**src/rtl/alu_arbiter_if.sv**
```systemverilog
// Requester, response and ALU signal bundle for the shared-ALU arbiter; sel encoding 0 ADD, 1 SUB, 2 AND, 3 OR.
// op_count (per-requester completed-op counters) exists only when ALU_ARB_STATS_EN is defined.
interface alu_arbiter_if #(
    parameter int NREQ = 2
);
    logic [NREQ-1:0]        req_valid;
    logic [NREQ-1:0][1:0]   req_sel;
    logic [NREQ-1:0][31:0]  req_a;
    logic [NREQ-1:0][31:0]  req_b;
    logic [NREQ-1:0]        req_ready;

    logic [NREQ-1:0]        rsp_valid;
    logic [31:0]            rsp_result;
    logic                   rsp_zero;
    logic [NREQ-1:0]        rsp_ready;

    logic [1:0]             alu_sel;
    logic [31:0]            alu_a;
    logic [31:0]            alu_b;
    logic [31:0]            alu_result;
    logic                   alu_zero;

    logic                   busy;
`ifdef ALU_ARB_STATS_EN
    logic [NREQ-1:0][15:0]  op_count;
`endif

`ifdef ALU_ARB_STATS_EN
    modport slave (
        input  req_valid, req_sel, req_a, req_b, rsp_ready, alu_result, alu_zero,
        output req_ready, rsp_valid, rsp_result, rsp_zero, alu_sel, alu_a, alu_b, busy, op_count
    );
    modport master (
        output req_valid, req_sel, req_a, req_b, rsp_ready, alu_result, alu_zero,
        input  req_ready, rsp_valid, rsp_result, rsp_zero, alu_sel, alu_a, alu_b, busy, op_count
    );
`else
    modport slave (
        input  req_valid, req_sel, req_a, req_b, rsp_ready, alu_result, alu_zero,
        output req_ready, rsp_valid, rsp_result, rsp_zero, alu_sel, alu_a, alu_b, busy
    );
    modport master (
        output req_valid, req_sel, req_a, req_b, rsp_ready, alu_result, alu_zero,
        input  req_ready, rsp_valid, rsp_result, rsp_zero, alu_sel, alu_a, alu_b, busy
    );
`endif
endinterface

```
**src/rtl/alu_arbiter.sv**
```systemverilog
// Round-robin share of one 32-bit ALU among NREQ requesters; accept -> rsp_valid in 2 cycles, one op in flight.
// Response held until rsp_ready[owner]; new requests wait in IDLE. ALU_ARB_STATS_EN adds saturating op_count.
module alu_arbiter #(
    parameter int NREQ = 2,
    parameter int IDW  = (NREQ > 1) ? $clog2(NREQ) : 1
) (
    input  logic         clk,
    input  logic         rst,
    alu_arbiter_if.slave bus
);
    typedef enum logic [1:0] {
        SEL_ADD = 2'd0,
        SEL_SUB = 2'd1,
        SEL_AND = 2'd2,
        SEL_OR  = 2'd3
    } alu_sel_e;

    typedef enum logic [1:0] {
        S_IDLE = 2'd0,
        S_EXEC = 2'd1,
        S_RESP = 2'd2
    } state_e;

    state_e          state_q, state_d;
    logic [IDW-1:0]  rr_ptr_q, rr_ptr_d;
    logic [IDW-1:0]  owner_q, owner_d;
    alu_sel_e        op_sel_q, op_sel_d;
    logic [31:0]     op_a_q, op_a_d;
    logic [31:0]     op_b_q, op_b_d;
    logic [31:0]     res_q, res_d;
    logic            zero_q, zero_d;

    logic [IDW-1:0]  winner;
    logic            win_vld;
    logic [IDW:0]    idx;
    logic [NREQ-1:0] req_ready;
    logic [NREQ-1:0] rsp_valid;
    logic            rsp_hs;

    // Scan from rr_ptr upward with wrap; idx is one bit wider so ptr+k never overflows.
    always_comb begin
        win_vld = 1'b0;
        winner  = '0;
        idx     = '0;
        for (int k = 0; k < NREQ; k++) begin
            idx = {1'b0, rr_ptr_q} + (IDW+1)'(k);
            if (idx >= (IDW+1)'(NREQ)) begin
                idx = idx - (IDW+1)'(NREQ);
            end
            if (!win_vld && bus.req_valid[idx[IDW-1:0]]) begin
                win_vld = 1'b1;
                winner  = idx[IDW-1:0];
            end
        end
    end

    always_comb begin
        state_d   = state_q;
        rr_ptr_d  = rr_ptr_q;
        owner_d   = owner_q;
        op_sel_d  = op_sel_q;
        op_a_d    = op_a_q;
        op_b_d    = op_b_q;
        res_d     = res_q;
        zero_d    = zero_q;
        req_ready = '0;
        rsp_valid = '0;
        rsp_hs    = 1'b0;
        unique case (state_q)
            S_IDLE: begin
                if (win_vld) begin
                    req_ready[winner] = 1'b1;
                    state_d  = S_EXEC;
                    owner_d  = winner;
                    op_sel_d = alu_sel_e'(bus.req_sel[winner]);
                    op_a_d   = bus.req_a[winner];
                    op_b_d   = bus.req_b[winner];
                end
            end
            S_EXEC: begin
                res_d   = bus.alu_result;
                zero_d  = bus.alu_zero;
                state_d = S_RESP;
            end
            S_RESP: begin
                rsp_valid[owner_q] = 1'b1;
                if (bus.rsp_ready[owner_q]) begin
                    rsp_hs   = 1'b1;
                    state_d  = S_IDLE;
                    rr_ptr_d = (owner_q == IDW'(NREQ-1)) ? '0 : owner_q + IDW'(1);
                end
            end
            default: state_d = S_IDLE;
        endcase
    end

    always_ff @(posedge clk) begin
        if (rst) begin
            state_q  <= S_IDLE;
            rr_ptr_q <= '0;
            owner_q  <= '0;
            op_sel_q <= SEL_ADD;
            op_a_q   <= '0;
            op_b_q   <= '0;
            res_q    <= '0;
            zero_q   <= 1'b0;
        end else begin
            state_q  <= state_d;
            rr_ptr_q <= rr_ptr_d;
            owner_q  <= owner_d;
            op_sel_q <= op_sel_d;
            op_a_q   <= op_a_d;
            op_b_q   <= op_b_d;
            res_q    <= res_d;
            zero_q   <= zero_d;
        end
    end

    assign bus.req_ready  = req_ready;
    assign bus.rsp_valid  = rsp_valid;
    assign bus.rsp_result = res_q;
    assign bus.rsp_zero   = zero_q;
    assign bus.alu_sel    = op_sel_q;
    assign bus.alu_a      = op_a_q;
    assign bus.alu_b      = op_b_q;
    assign bus.busy       = (state_q != S_IDLE);

`ifdef ALU_ARB_STATS_EN
    logic [NREQ-1:0][15:0] cnt_q;

    always_ff @(posedge clk) begin
        if (rst) begin
            cnt_q <= '0;
        end else if (rsp_hs && (cnt_q[owner_q] != 16'hFFFF)) begin
            cnt_q[owner_q] <= cnt_q[owner_q] + 16'd1;
        end
    end

    assign bus.op_count = cnt_q;
`endif
endmodule
```
**src/flat_wrapper.sv**
```systemverilog
// flat-port wrapper written by rule: the top's interface ports become plain ports
module alu_arbiter_flat 
#(
    parameter int NREQ = 2,
    parameter int IDW  = (NREQ > 1) ? $clog2(NREQ) : 1
)
  (clk, rst, bus_req_valid, bus_req_sel, bus_req_a, bus_req_b, bus_rsp_ready, bus_alu_result, bus_alu_zero, bus_req_ready, bus_rsp_valid, bus_rsp_result, bus_rsp_zero, bus_alu_sel, bus_alu_a, bus_alu_b, bus_busy);
  alu_arbiter_if #(.NREQ(NREQ)) bus_i ();
  input  logic clk;
  input  logic rst;
  input wire logic [$bits(bus_i.req_valid)-1:0] bus_req_valid;
  input wire logic [$bits(bus_i.req_sel)-1:0] bus_req_sel;
  input wire logic [$bits(bus_i.req_a)-1:0] bus_req_a;
  input wire logic [$bits(bus_i.req_b)-1:0] bus_req_b;
  input wire logic [$bits(bus_i.rsp_ready)-1:0] bus_rsp_ready;
  input wire logic [$bits(bus_i.alu_result)-1:0] bus_alu_result;
  input wire logic [$bits(bus_i.alu_zero)-1:0] bus_alu_zero;
  output wire logic [$bits(bus_i.req_ready)-1:0] bus_req_ready;
  output wire logic [$bits(bus_i.rsp_valid)-1:0] bus_rsp_valid;
  output wire logic [$bits(bus_i.rsp_result)-1:0] bus_rsp_result;
  output wire logic [$bits(bus_i.rsp_zero)-1:0] bus_rsp_zero;
  output wire logic [$bits(bus_i.alu_sel)-1:0] bus_alu_sel;
  output wire logic [$bits(bus_i.alu_a)-1:0] bus_alu_a;
  output wire logic [$bits(bus_i.alu_b)-1:0] bus_alu_b;
  output wire logic [$bits(bus_i.busy)-1:0] bus_busy;
  assign bus_i.req_valid = bus_req_valid;
  assign bus_i.req_sel = bus_req_sel;
  assign bus_i.req_a = bus_req_a;
  assign bus_i.req_b = bus_req_b;
  assign bus_i.rsp_ready = bus_rsp_ready;
  assign bus_i.alu_result = bus_alu_result;
  assign bus_i.alu_zero = bus_alu_zero;
  assign bus_req_ready = bus_i.req_ready;
  assign bus_rsp_valid = bus_i.rsp_valid;
  assign bus_rsp_result = bus_i.rsp_result;
  assign bus_rsp_zero = bus_i.rsp_zero;
  assign bus_alu_sel = bus_i.alu_sel;
  assign bus_alu_a = bus_i.alu_a;
  assign bus_alu_b = bus_i.alu_b;
  assign bus_busy = bus_i.busy;
  alu_arbiter #(.NREQ(NREQ), .IDW(IDW)) u_core (.clk(clk), .rst(rst), .bus(bus_i));
endmodule
```
**config.mk**
```make
export PLATFORM = sky130hd
export DESIGN_NAME = alu_arbiter_flat
export DESIGN_NICKNAME = d
export VERILOG_FILES = /design/src/rtl/alu_arbiter_if.sv /design/src/rtl/alu_arbiter.sv /design/src/flat_wrapper.sv
export SDC_FILE = /design/constraint.sdc
export NUM_CORES = 1
export LEC_CHECK = 0
export CAP_MARGIN = 20
export CORE_AREA = 2 2 113 115
export DETAILED_ROUTE_END_ITERATION = 8
export DIE_AREA = 0 0 115 117
export GPL_ROUTABILITY_DRIVEN = 0
export PLACE_DENSITY_LB_ADDON = 0.15
export RECOVER_POWER = 25
export SYNTH_ARGS = -nofsm -noshare
export SYNTH_HDL_FRONTEND = slang
export SYNTH_SLANG_ARGS = --single-unit
```
**constraint.sdc**
```tcl
create_clock -name clk -period 2 [get_ports clk]
set_input_delay 0.5 -clock clk [delete_from_list [all_inputs] [get_ports clk]]
set_output_delay 0.5 -clock clk [all_outputs]
set_load 0.02 [all_outputs]
```
After elaboration in Yosys (flattened, before gate mapping)
Index checks and enable logic that the tools add are counted.
Widths: inputs -> output; s select.
- output and inout bits: 104
- input port bits: 171
- register bits: 103
- word-level logic and storage cells: 62
- reduce and logical (&&, ||, !) cells: 9
- $add $sub $neg: 4
- equality and inequality tests: 4
- mux-type cells: 29
- magnitude comparators: 8
- operators by type and width (operator ; count):
    $mux 32 ; 4
    $mux 1 ; 15
    $mux 2 ; 7
    $lt 1x2->1 const B ; 4
    $pmux 2 s3 ; 1
    $reduce_and 2->1 ; 3
    $ne 2x1->1 const B ; 2
    $logic_and 1x1->1 ; 3
    $add 1x1->2 const B ; 1
    $demux 1 s1 ; 2
    $eq 2x1->1 const B ; 1
    $eq 2x2->1 const B ; 1
    $ge 1x1->1 const B ; 2
    $ge 1x2->1 const B ; 1
    $ge 2x2->1 const B ; 1
    $logic_not 2->1 ; 1
    $reduce_bool 2->1 ; 1
    $sub 1x1->1 const B ; 2
    $add 1x1->1 const B ; 1
    $logic_not 1->1 ; 1

Longest topological paths before layout
- depth after elaboration: 14
- mapped depth: 6
- depth with buffers taken out: 4

Worst setup path before layout
Ideal clock, no wire load.
- kind: input to output
- start: in bus_req_valid[1]
- end: out bus_req_ready[0]
- data arrival time: 1.463 ns
- slack: 0.037 ns
- buffers on the path: 3
- data required time: 1.500 ns
- stages on the path: 5
- cell sequence: buf_2 > a211oi_2 > buf_4 > buf_6 > and2_1
- word-level cells in the longest chain between the ends: 12
- elaborated cells on any way between the ends: 17
- classes of those cells: order compare (2); mux (12); reduce/logical (3)
- RTL lines (item ; line ; RTL):
    start, declared ; flat_wrapper.sv:11 ; input wire logic [$bits(bus_i.req_valid)-1:0] bus_req_valid;
    $mux 1 (not written as such) (2 in a row) ; alu_arbiter.sv:50 ; if (!win_vld && bus.req_valid[idx[IDW-1:0]]) begin
    $mux 1 ; alu_arbiter.sv:50 ;
    $logic_not 1->1 ; alu_arbiter.sv:50 ;
    $logic_and 1x1->1 ; alu_arbiter.sv:50 ;
    $mux 1 ; alu_arbiter.sv:50 ;
    $lt 1x2->1 (not written as such) / $ge 1x1->1 (equally long branches) ; alu_arbiter.sv:72 ; req_ready[winner] = 1'b1;
    $logic_and 1x1->1 (not written as such) ; alu_arbiter.sv:72 ;
    $mux 1 (not written as such) ; alu_arbiter.sv:72 ;
    $demux 1 s1 ; -- ;
    $mux 2 * ; alu_arbiter.sv:71 ; if (win_vld) begin
    $mux 2 * ; alu_arbiter.sv:69 ; unique case (state_q)
    end, declared ; flat_wrapper.sv:18 ; output wire logic [$bits(bus_i.req_ready)-1:0] bus_req_ready;
Mark *: on every way between the ends. The rest lies on a longest branch, timed or not. The select of a mux whose other input is x is not followed.

Worst setup path in the final report
- start: reg u_core.rr_ptr_q
- end: out bus_req_ready[1]
- word-level cells in the longest chain between the ends: 14
- elaborated cells on any way between the ends: 24
- classes of those cells: add/sub (3); order compare (4); mux (14); reduce/logical (3)
- RTL lines (item ; line ; RTL):
    start, declared ; alu_arbiter.sv:25 ; logic [IDW-1:0] rr_ptr_q, rr_ptr_d;
    start signal, assigned ; alu_arbiter.sv:109 ; rr_ptr_q <= rr_ptr_d;
    $ge 1x2->1 / $sub 1x1->1 (equally long branches) ; alu_arbiter.sv:47, alu_arbiter.sv:48 ;
    $mux 1 ; alu_arbiter.sv:47 ; if (idx >= (IDW+1)'(NREQ)) begin
    $mux 1 (not written as such) (2 in a row) ; alu_arbiter.sv:50 ;
    $mux 1 ; alu_arbiter.sv:50 ;
    $logic_not 1->1 ; alu_arbiter.sv:50 ;
    $logic_and 1x1->1 ; alu_arbiter.sv:50 ;
    $mux 1 ; alu_arbiter.sv:50 ;
    $lt 1x2->1 (not written as such) / $ge 1x1->1 (equally long branches) ; alu_arbiter.sv:72 ;
    $logic_and 1x1->1 (not written as such) ; alu_arbiter.sv:72 ;
    $mux 1 (not written as such) ; alu_arbiter.sv:72 ;
    $demux 1 s1 ; -- ;
    $mux 2 * ; alu_arbiter.sv:71 ;
    $mux 2 * ; alu_arbiter.sv:69 ;
Marked as above.

==> qor.yml <==
status: "finished clean"
drt-initial-drc-count: 383
dpl.hpwl_mm: 11.6
synth_enable_flop_cells: 0
clk_pin_slew_ps: 70
ys_types: 26
worstMarginPinSlew_ps: 800
post_cts_buffers: 0
htree_levels: 3
synthTopCellsByCount: "dfxtp_1, nand2_1, nand3_1, o21ai_1"
port_buffers: 274
ys.flop_type: "dfxtp_1"
hold_buffers: 0
skew_ps: 9.10
peakVddDrop_uv: 427
dieArea_mm2: 0.0135
grt_usage_pct: 24.6
vias: 5309
grt_max_degree: 69
p_sw_share_pct: 30.3
via_per_inst: 5.60
total_power_mw: 5.85
p_int_mw: 4.08
worst_r2r_path_depth: 5
powerDensity_mw_per_mm2: 776
ioPinCount: 275
grt_overflow: 0
drv_cap: 0
syn_area_per_cell_um2: 7.96
clock_path_buffers: 2
grt_pass1_vias: 5152
clock-sinks: 103
ant_nets: 0
min_path_cells: 2
syn_inst: 559
die-width_um: 115
drive_above_1_share_pct: 5.53
yosys.area.top_type: "dfxtp_1"
worstReg2RegEnd: "u_core.bus.alu_b[2]"
clkLatencyLatePin_ps: 340
max-slew-margin-rel_pct: 46.7
core_area_mm2: 0.0123
worst_r2r_startpoint: "u_core.state_q[1]"
ys_seq_elements: 103
setup-tns-final_ps: 0
slew_viol_final: 0
setup.worst_path.end_class: "output pin"
antenna_found_initial: 2
synth_top_area_share_pct: 46.3
ys_top_cells_by_area: "dfxtp_1, a31oi_1, nand4_1, nand3_1, o21ai_1"
fmax_mhz: 525
regArea_mm2: 0.00206
cts_buffers: 9
crit_path_start_kind: "flop"
syn-num-nets: 730
first_pass_iters: 4
routed_wl_mm: 17.3
max_stage_delay_ps: 420
placed_area_mm2: 0.00723
synth_area_mm2: 0.00445
comb_power_share_pct: 29.3
multi_input_area_mm2: 0.00206
slowest_stage: "dfxtp_1"
p_clk_share_pct: 30.7
hold_path.class: "flop to flop"
hold_end: "u_core.bus.rsp_result[9]"
p_sw_mw: 1.78
r2r_setup_slack_ps: 250
fp.dieH_um: 117
area_growth_pct: 69.4
power_frac_seq_pct: 40.0
async_reset_ff_share_pct: 0
rsz0062_at_grt: "false"
dp_slack_ps: -175
setup_ws_ps: 96.6
cts_tree: "yes"
yosysWarningCount: 0
worstPathRequired_ps: 1500
start_util_pct: 36.1
fin_nets: 962
cp_max_fo: 4
setup_viol: 0
grt_pass1_wl_mm: 26.4
postCtsResizedCells: 6
leakage_nw: 2.58
crit_chain: "nand2b_2 -> nand3_1 -> inv_1 -> clkdlybuf4s15_1"
period_needed_ps: 1900
rows: 41
cp_data_arrival_time_ps: 1400
path_class: "flop to output pin"
finalHoldViolCount: 0
synth_most_common_cell: "dfxtp_1"
drc: 0
synth_seq_area_share_pct: 46.3
period_share_pct: 95.2
wl_per_cell_um: 18.2
cts-root-buf: "clkbuf_16"
min_from: "u_core.bus.rsp_result[9]"
fill_cells: 1109
stdcell_area_mm2: 0.00754
-- critical path, delay by kind of cell, from the launching register on --
kind / cells / cell delay [ps]
AND/OR/NAND/NOR: 2 / 250
flip-flops: 1 / 420
buffers and inverters: 2 / 390
-- power groups by stage --
stage	Clock [mW]	Combinational [mW]	Sequential, mW
finish	1.80	1.72	2.34
global route	1.91	1.84	2.36
CTS	1.84	1.73	2.34
detailed placement	0	1.73	2.38
global placement	0	1.70	2.37
floorplan	0	0.650	2.58
-- per-layer routing --
layer / up-vias / GRT usage (%) / wire length [um]
met4: 0 / 11.0 / 456
met2: 267 / 41.9 / 8440
met1: 2468 / 28.9 / 6810
met3: 36 / 7.31 / 1570
li1: 2538 / - / -
met5: - / 0 / 0
-- registers in the layout (all words and copies together), names as in the netlist --
register / cells
u_core.bus.alu_a: 32
u_core.bus.alu_b: 32
u_core.bus.rsp_result: 32
u_core.bus.alu_sel: 2
u_core.state_q: 2
u_core.bus.rsp_zero: 1
u_core.owner_q: 1
u_core.rr_ptr_q: 1
-- placed cells by master (no fill, tap or decap), types with 4 or more instances in the layout --
cell               n
nand2_1           67
buf_12             4
a31oi_1           66
nand3_1           67
buf_4             12
nand4_1           66
clkdlybuf4s50_1  265
clkbuf_16          9
o21ai_1           53
dfxtp_1          101
o21ai_0           14
a21oi_1           36
-- area by class of cell --
cell class | count | share of cell area (%)
Antenna cell | 2 | 0.0664
Clock buffer | 11 | 3.35
Clock inverter | 5 | 0.747
Inverter | 2 | 0.0996
Multi-Input combinational cell | 384 | 27.4
Sequential cell | 103 | 27.4
Tap cell | 150 | 2.49
Timing Repair Buffer | 291 | 38.5
-- logic make-up (layout without fill, tap and decap cells) --
group                  Yosys count  count (layout)  share of synthesized area [%]
buffers and inverters           72             309                           7.70
AO/OA/AOI/OAI                  171             171                           21.3
flip-flops                     103             103                           46.3
AND/OR/NAND/NOR                212             212                           24.4
multiplexers                     1               1                          0.225
other                            0               2                              0
-- through the flow --
step                      hold slack (ps)  utilization [%]  instances
after global routing                  473             61.2        948
final                                 455             61.2        948
after detailed placement              446             58.7        930
after global placement                442             58.7        930
after floorplan                       469                -        559
after CTS                             456             61.2        946
-- how the worst max path moves through the flow --
stage / cells past startpoint / startpoint / slack [ps] / endpoint
2_1_floorplan: 5 / bus_req_valid[1] / 40 / bus_req_ready[0]
3_3_place_gp: 4 / bus_req_valid[1] / -190 / bus_req_ready[0]
3_5_place_dp: 4 / bus_req_valid[1] / -180 / bus_req_ready[0]
4_1_cts: 3 / u_core.state_q[0] / 20 / bus_req_ready[0]
5_1_grt: 3 / u_core.rr_ptr_q / 10 / bus_req_ready[0]
6_report: 4 / u_core.rr_ptr_q / 100 / bus_req_ready[1]
Power figures use the tool's default switching activity.
